[src/rtl/neuron_out_backprop.sv]
// neuron_out_backprop
// Backward pass of the output neuron. One start request runs a fixed
// eight-state sequence: output error, hidden-neuron errors, scaled delta,
// then updates of both weights and the bias. A single shared multiplier
// serves every product; an FSM selects its operands each cycle.
// All values are Q5.15, 20-bit signed. Products are floored (>>> 15) and
// truncated to 20 bits; add/subtract wrap.
//
// Ports:
//   clk, rst_n        rising-edge clock, asynchronous active-low reset
//   start             request one training step (sampled only in IDLE)
//   N1_1, N1_2        hidden neuron outputs from the forward pass
//   N2_out, target    forward output and desired output
//   lr                learning rate
//   busy              high whenever the FSM is not idle
//   done              one-cycle pulse when the step has completed
//   err_out           N2_out - target
//   dH1, dH2          errors propagated to the hidden neurons
//   Wn_1, Wn_2        current output-neuron weights
//   B_neuron          current output-neuron bias
module neuron_out_backprop #(
  parameter logic signed [19:0] W1_INIT = 20'sd32768,
  parameter logic signed [19:0] W2_INIT = 20'sd32768,
  parameter logic signed [19:0] B_INIT  = 20'sd0
) (
  input  logic               clk,
  input  logic               rst_n,
  input  logic               start,
  input  logic signed [19:0] N1_1,
  input  logic signed [19:0] N1_2,
  input  logic signed [19:0] N2_out,
  input  logic signed [19:0] target,
  input  logic signed [19:0] lr,
  output logic               busy,
  output logic               done,
  output logic signed [19:0] err_out,
  output logic signed [19:0] dH1,
  output logic signed [19:0] dH2,
  output logic signed [19:0] Wn_1,
  output logic signed [19:0] Wn_2,
  output logic signed [19:0] B_neuron
);

  typedef enum logic [3:0] {
    S_IDLE, S_ERR, S_HD1, S_HD2, S_DLT, S_UW1, S_UW2, S_UB, S_DONE
  } state_t;

  state_t state;

  logic signed [19:0] n1_1_l, n1_2_l, n2_out_l, target_l, lr_l;
  logic signed [19:0] d;

  logic signed [19:0] mul_a, mul_b;
  logic signed [39:0] prod;
  logic signed [19:0] prod_q;

  // Operand select for the shared multiplier; idle states feed zeros.
  always_comb begin
    mul_a = '0;
    mul_b = '0;
    unique case (state)
      S_HD1: begin mul_a = err_out; mul_b = Wn_1;   end
      S_HD2: begin mul_a = err_out; mul_b = Wn_2;   end
      S_DLT: begin mul_a = err_out; mul_b = lr_l;   end
      S_UW1: begin mul_a = d;       mul_b = n1_1_l; end
      S_UW2: begin mul_a = d;       mul_b = n1_2_l; end
      default: ;
    endcase
  end

  // Full 40-bit signed product, floor shift, keep the low 20 bits.
  assign prod   = 40'(mul_a) * 40'(mul_b);
  assign prod_q = 20'(prod >>> 15);

  always_ff @(posedge clk or negedge rst_n) begin
    if (!rst_n) begin
      state    <= S_IDLE;
      busy     <= 1'b0;
      done     <= 1'b0;
      err_out  <= '0;
      dH1      <= '0;
      dH2      <= '0;
      Wn_1     <= W1_INIT;
      Wn_2     <= W2_INIT;
      B_neuron <= B_INIT;
      n1_1_l   <= '0;
      n1_2_l   <= '0;
      n2_out_l <= '0;
      target_l <= '0;
      lr_l     <= '0;
      d        <= '0;
    end else begin
      unique case (state)
        S_IDLE: begin
          if (start) begin
            n1_1_l   <= N1_1;
            n1_2_l   <= N1_2;
            n2_out_l <= N2_out;
            target_l <= target;
            lr_l     <= lr;
            busy     <= 1'b1;
            state    <= S_ERR;
          end
        end
        S_ERR: begin
          err_out <= n2_out_l - target_l;
          state   <= S_HD1;
        end
        S_HD1: begin
          dH1   <= prod_q;
          state <= S_HD2;
        end
        S_HD2: begin
          dH2   <= prod_q;
          state <= S_DLT;
        end
        S_DLT: begin
          d     <= prod_q;
          state <= S_UW1;
        end
        S_UW1: begin
          Wn_1  <= Wn_1 - prod_q;
          state <= S_UW2;
        end
        S_UW2: begin
          Wn_2  <= Wn_2 - prod_q;
          state <= S_UB;
        end
        S_UB: begin
          B_neuron <= B_neuron - d;
          done     <= 1'b1;
          state    <= S_DONE;
        end
        S_DONE: begin
          // Returning to IDLE takes this edge; start is not sampled here.
          done  <= 1'b0;
          busy  <= 1'b0;
          state <= S_IDLE;
        end
        default: begin
          busy  <= 1'b0;
          done  <= 1'b0;
          state <= S_IDLE;
        end
      endcase
    end
  end

endmodule

[config.mk]
export PLATFORM = sky130hd
export DESIGN_NAME = neuron_out_backprop
export DESIGN_NICKNAME = d
export VERILOG_FILES = /design/src/rtl/neuron_out_backprop.sv
export SDC_FILE = /design/constraint.sdc
export NUM_CORES = 2
export LEC_CHECK = 0
export BUFFER_PORTS_ARGS = -buffer_cell sky130_fd_sc_hd__buf_2
export CORE_UTILIZATION = 61
export CTS_CLUSTER_SIZE = 12
export DETAILED_ROUTE_END_ITERATION = 8
export PLACE_DENSITY = 0.82
export SLEW_MARGIN = 30
export SYNTH_ARGS = -nofsm -noshare
export SYNTH_HDL_FRONTEND = slang
export SYNTH_SLANG_ARGS = --single-unit
[constraint.sdc]
create_clock -name clk -period 14.79 [get_ports clk]
set_input_delay 4.437 -clock clk [delete_from_list [all_inputs] [get_ports clk]]
set_output_delay 4.437 -clock clk [all_outputs]
set_load 0.05 [all_outputs]
==> insert_results.sql <==
INSERT INTO impl_metrics (metric_group, metric, value, unit) VALUES
('outcome', 'run_status', 'completed', ''),
('critical_path', 'timing.critical_path.mode_cell', 'sky130_fd_sc_hd__fa_1', ''),
('synthesis', 'ys_seq_elements', '246', ''),
('global_route', 'globalRouteOverflowTotal', '0', ''),
('final_layout', 'final_layout_size_suffix_gt1_frac', '0.147', ''),
('sta', 'final-setup-viol-count', '0', ''),
('critical_path', 'crit_path_top_delay_cell', 'sky130_fd_sc_hd__a222oi_1', ''),
('placement', 'place_area', '28500', 'sq um'),
('final_layout', 'final_design_area_no_fill', '29400', 'sq um'),
('floorplanning', 'start_util', '0.621', ''),
('detailed_routing', 'antenna_violating_nets_post_route', '0', ''),
('synthesis', 'synth-warning-count', '0', ''),
('synthesis', 'yosys_most_used_dff', 'sky130_fd_sc_hd__dfrtp_1', ''),
('sta', 'tns', '0', 'ps'),
('hold_path', 'timing.hold.worst.class', 'reg -> reg', ''),
('placement', 'globalplace.congestion', '1.00', ''),
('sta', 'rsz0062_at_grt', 'no', ''),
('critical_path', 'cpPeakStageDelay', '870', 'ps'),
('synthesis', 'yosys.area.top_type_share', '0.280', ''),
('sta', 'slew_headroom', '0.329', ''),
('sta', 'layout_min_cycle_time', '12400', 'ps'),
('synthesis', 'ys_types', '85', ''),
('detailed_routing', 'finalWirelength', '80300', 'microns'),
('global_route', 'initial_antenna_violation_count', '2', ''),
('critical_path', 'startpoint_type', 'flop', ''),
('critical_path', 'critPathArrivalTime', '12860', 'ps'),
('detailed_routing', 'via_density_per_instance', '5.96', ''),
('sta', 'transition_time_at_the_pin_with_the_least_slew_margin', '1010', 'ps'),
('final_layout', 'layout.nets', '3702', ''),
('detailed_routing', 'drt_pass1_iterations', '7', ''),
('global_route', 'grt_max_degree', '96', ''),
('detailed_routing', 'drt-initial-drc-count', '2203', ''),
('clocking', 'postCtsHoldBufs', '0', ''),
('global_route', 'grt.total_usage', '0.372', ''),
('clocking', 'cts_repair_resize_count', '0', ''),
('critical_path', 'cp-end-kind', 'flop', ''),
('sta', 'finalClockSkew', '37.9', 'ps'),
('detailed_routing', 'via_count', '21900', ''),
('critical_path', 'path_class', 'reg -> reg', ''),
('floorplanning', 'row_count', '76', ''),
('floorplanning', 'floorplan.die.height', '212', 'microns'),
('clocking', 'cts.sink_count', '246', ''),
('clocking', 'clk_pin_slew', '60', 'ps'),
('detailed_routing', 'route.detailed.drc', '0', ''),
('final_layout', 'synthToLayoutAreaGrowth', '9.56', '%'),
('floorplanning', 'die_area', '44800', 'sq um'),
('synthesis', 'number_of_enable_flip_flop_cells_after_synthesis', '0', ''),
('synthesis', 'yosysSeqAreaShare', '0.230', ''),
('floorplanning', 'core', '43200', 'sq um'),
('critical_path', 'worst_ep_required_time', '15250', 'ps'),
('clocking', 'post_cts_setup_bufs', '0', ''),
('floorplanning', 'ioPinCount', '225', ''),
('sta', 'timing.final.max_slew_violations', '0', ''),
('clocking', 'clk_latency', '570', 'ps'),
('synthesis', 'synth.cell_area', '26800', 'sq um'),
('global_route', 'grt_first_pass_wirelength', '126000', 'microns'),
('clocking', 'cts-root-buf', 'sky130_fd_sc_hd__clkbuf_16', ''),
('placement', 'number_of_buffers_added_on_ports', '224', ''),
('clocking', 'cts_buffer_depth', '3', ''),
('final_layout', 'final_core_utilization', '0.680', ''),
('detailed_routing', 'post_drt_wl_per_cell', '21.9', 'microns'),
('synthesis', 'synth_top_cell_by_area', 'sky130_fd_sc_hd__fa_1', ''),
('global_route', 'vias_in_the_first_global_route', '22800', ''),
('job', 'max_cap_viol_count', '0', ''),
('floorplanning', 'die-width', '212', 'microns'),
('synthesis', 'yosys-top-cells-area', 'sky130_fd_sc_hd__fa_1 (28%), sky130_fd_sc_hd__dfrtp_1 (23%), sky130_fd_sc_hd__inv_1 (7.2%)', ''),
('clocking', 'total_cts_buffers', '26', ''),
('synthesis', 'synthesis.nets', '3527', ''),
('synthesis', 'syn_inst', '2895', ''),
('sta', 'finalHoldViolations', '0', ''),
('clocking', 'tritoncts', 'yes', ''),
('synthesis', 'avgSynthCellArea', '9.25', 'sq um'),
('sta', 'clock.fmax', '80.7', 'MHz'),
('synthesis', 'asr_flop_ratio_synth', '1.00', ''),
('critical_path', 'critical_path.max_fanout', '23', ''),
('clocking', 'htreeDepth', '1', ''),
('sta', 'final.period_utilization', '0.838', ''),
('placement', 'detailed_place_hpwl', '64000', 'microns');
## cells by family (layout without fill, tap and decap cells)
group | after synthesis | after routing | synth area share
and+or+nand+nor | 827 | 827 | 0.135
buffers and inverters | 640 | 829 | 0.0909
adders and majority gates | 539 | 539 | 0.356
AOI/OAI and AO/OA | 427 | 427 | 0.108
DFF | 246 | 246 | 0.230
muxes | 110 | 110 | 0.0460
xor gates and xnor gates | 106 | 106 | 0.0347
other | 0 | 3 | 0
## flip-flops by register name, indices dropped and copies added, names as in the netlist
signal and count:
B_neuron 20, Wn_1 20, Wn_2 20, busy 1
d 20, dH1 20, dH2 20, done 1
err_out 20, lr_l 20, n1_1_l 20, n1_2_l 20
n2_out_l 20, state 4, target_l 20
## path summary, 6_finish.rpt
path                          start      endpoint  slack (ps)  cells after the start
hold reg to reg             dH1[18]       dH1[18]         480                      2
setup / recovery           state[1]      Wn_2[19]        2390                     39
hold / removal              dH1[18]       dH1[18]         480                      2
min in group asynchronous     rst_n  n2_out_l[15]        3860                      1
max in group asynchronous     rst_n    n1_2_l[14]        9090                      3
setup reg to reg           state[1]      Wn_2[19]        2390                     39
## synth_stat cells, drive strengths merged (7+ instances only)
master	count
a211oi	9
a21boi	19
a21o	27
a21oi	64
a222oi	8
a22o	19
a22oi	37
and2	17
and3	10
and4	9
buf	11
clkbuf	112
dfrtp	244
fa	375
ha	154
inv	517
maj3	10
mux2	104
nand2	420
nand2b	18
nand3	18
nand3b	8
nand4	19
nor2	233
nor2b	14
nor3	24
nor3b	7
o211ai	9
o21a	10
o21ai	143
o31ai	29
or2	8
xnor2	82
xor2	24
## layout make-up
class	count	area [sq um]
Antenna cell	3	7.51
Clock buffer	38	716
Clock inverter	4	76.3
Fill cell	3385	13800
Inverter	517	1940
Multi-Input combinational cell	2009	18200
Sequential cell	246	6160
Tap cell	585	732
Timing Repair Buffer	270	1480
## layer usage
layer	share of wire	vias up	wire [microns]	global-route usage
met5	0.00034	-	27	0
met3	0.11	216	9010	0.0923
met4	0.038	4	3070	0.139
li1	-	9543	-	-
met2	0.46	1219	37300	0.593
met1	0.39	10900	31000	0.493
## metrics by stage
stage	std cells	worst slack [ps]	hold WS (ps)
floorplan	2895	3970	474
global placement	3624	2560	455
detailed placement	3627	2690	466
CTS	3669	2640	479
global route	3669	1680	492
finish	3672	2390	476
## cells in the final DEF, fill, tap and decap left out, types with 9 or more instances in the layout
cell type,Yosys,layout
sky130_fd_sc_hd__nand3_1,18,17
sky130_fd_sc_hd__a21oi_1,62,62
sky130_fd_sc_hd__a22oi_1,37,37
sky130_fd_sc_hd__o31ai_1,26,26
sky130_fd_sc_hd__and3_1,10,10
sky130_fd_sc_hd__o211ai_1,9,9
sky130_fd_sc_hd__nand2b_1,18,18
sky130_fd_sc_hd__dfrtp_1,244,244
sky130_fd_sc_hd__nor2b_1,14,13
sky130_fd_sc_hd__and4_1,9,9
sky130_fd_sc_hd__a21boi_0,17,17
sky130_fd_sc_hd__o21a_1,10,10
sky130_fd_sc_hd__clkbuf_1,112,10
sky130_fd_sc_hd__ha_1,154,154
sky130_fd_sc_hd__xor2_1,24,24
sky130_fd_sc_hd__and2_1,17,17
sky130_fd_sc_hd__xnor2_1,82,82
sky130_fd_sc_hd__mux2_2,104,104
sky130_fd_sc_hd__a22o_1,19,19
sky130_fd_sc_hd__nor3_1,23,21
sky130_fd_sc_hd__o21ai_0,140,140
sky130_fd_sc_hd__inv_1,516,516
sky130_fd_sc_hd__nor2_1,233,231
sky130_fd_sc_hd__fa_1,375,375
sky130_fd_sc_hd__buf_2,3,225
sky130_fd_sc_hd__clkbuf_16,0,26
sky130_fd_sc_hd__a21o_1,27,27
sky130_fd_sc_hd__nand4_1,19,19
sky130_fd_sc_hd__nand2_1,419,417
sky130_fd_sc_hd__buf_4,2,41
## worst max-delay path, delay by kind of cell (launching register included)
family                     cells  cell delay [ps]
adders and majority gates     10             4380
DFF                            1              810
AOI/OAI and AO/OA             14             3640
xor gates and xnor gates       2              730
buffers and inverters          6              440
and+or+nand+nor                7             2250
Power is not shown: default switching activity piles up to over one toggle a cycle in this logic, so the estimate is an artifact.
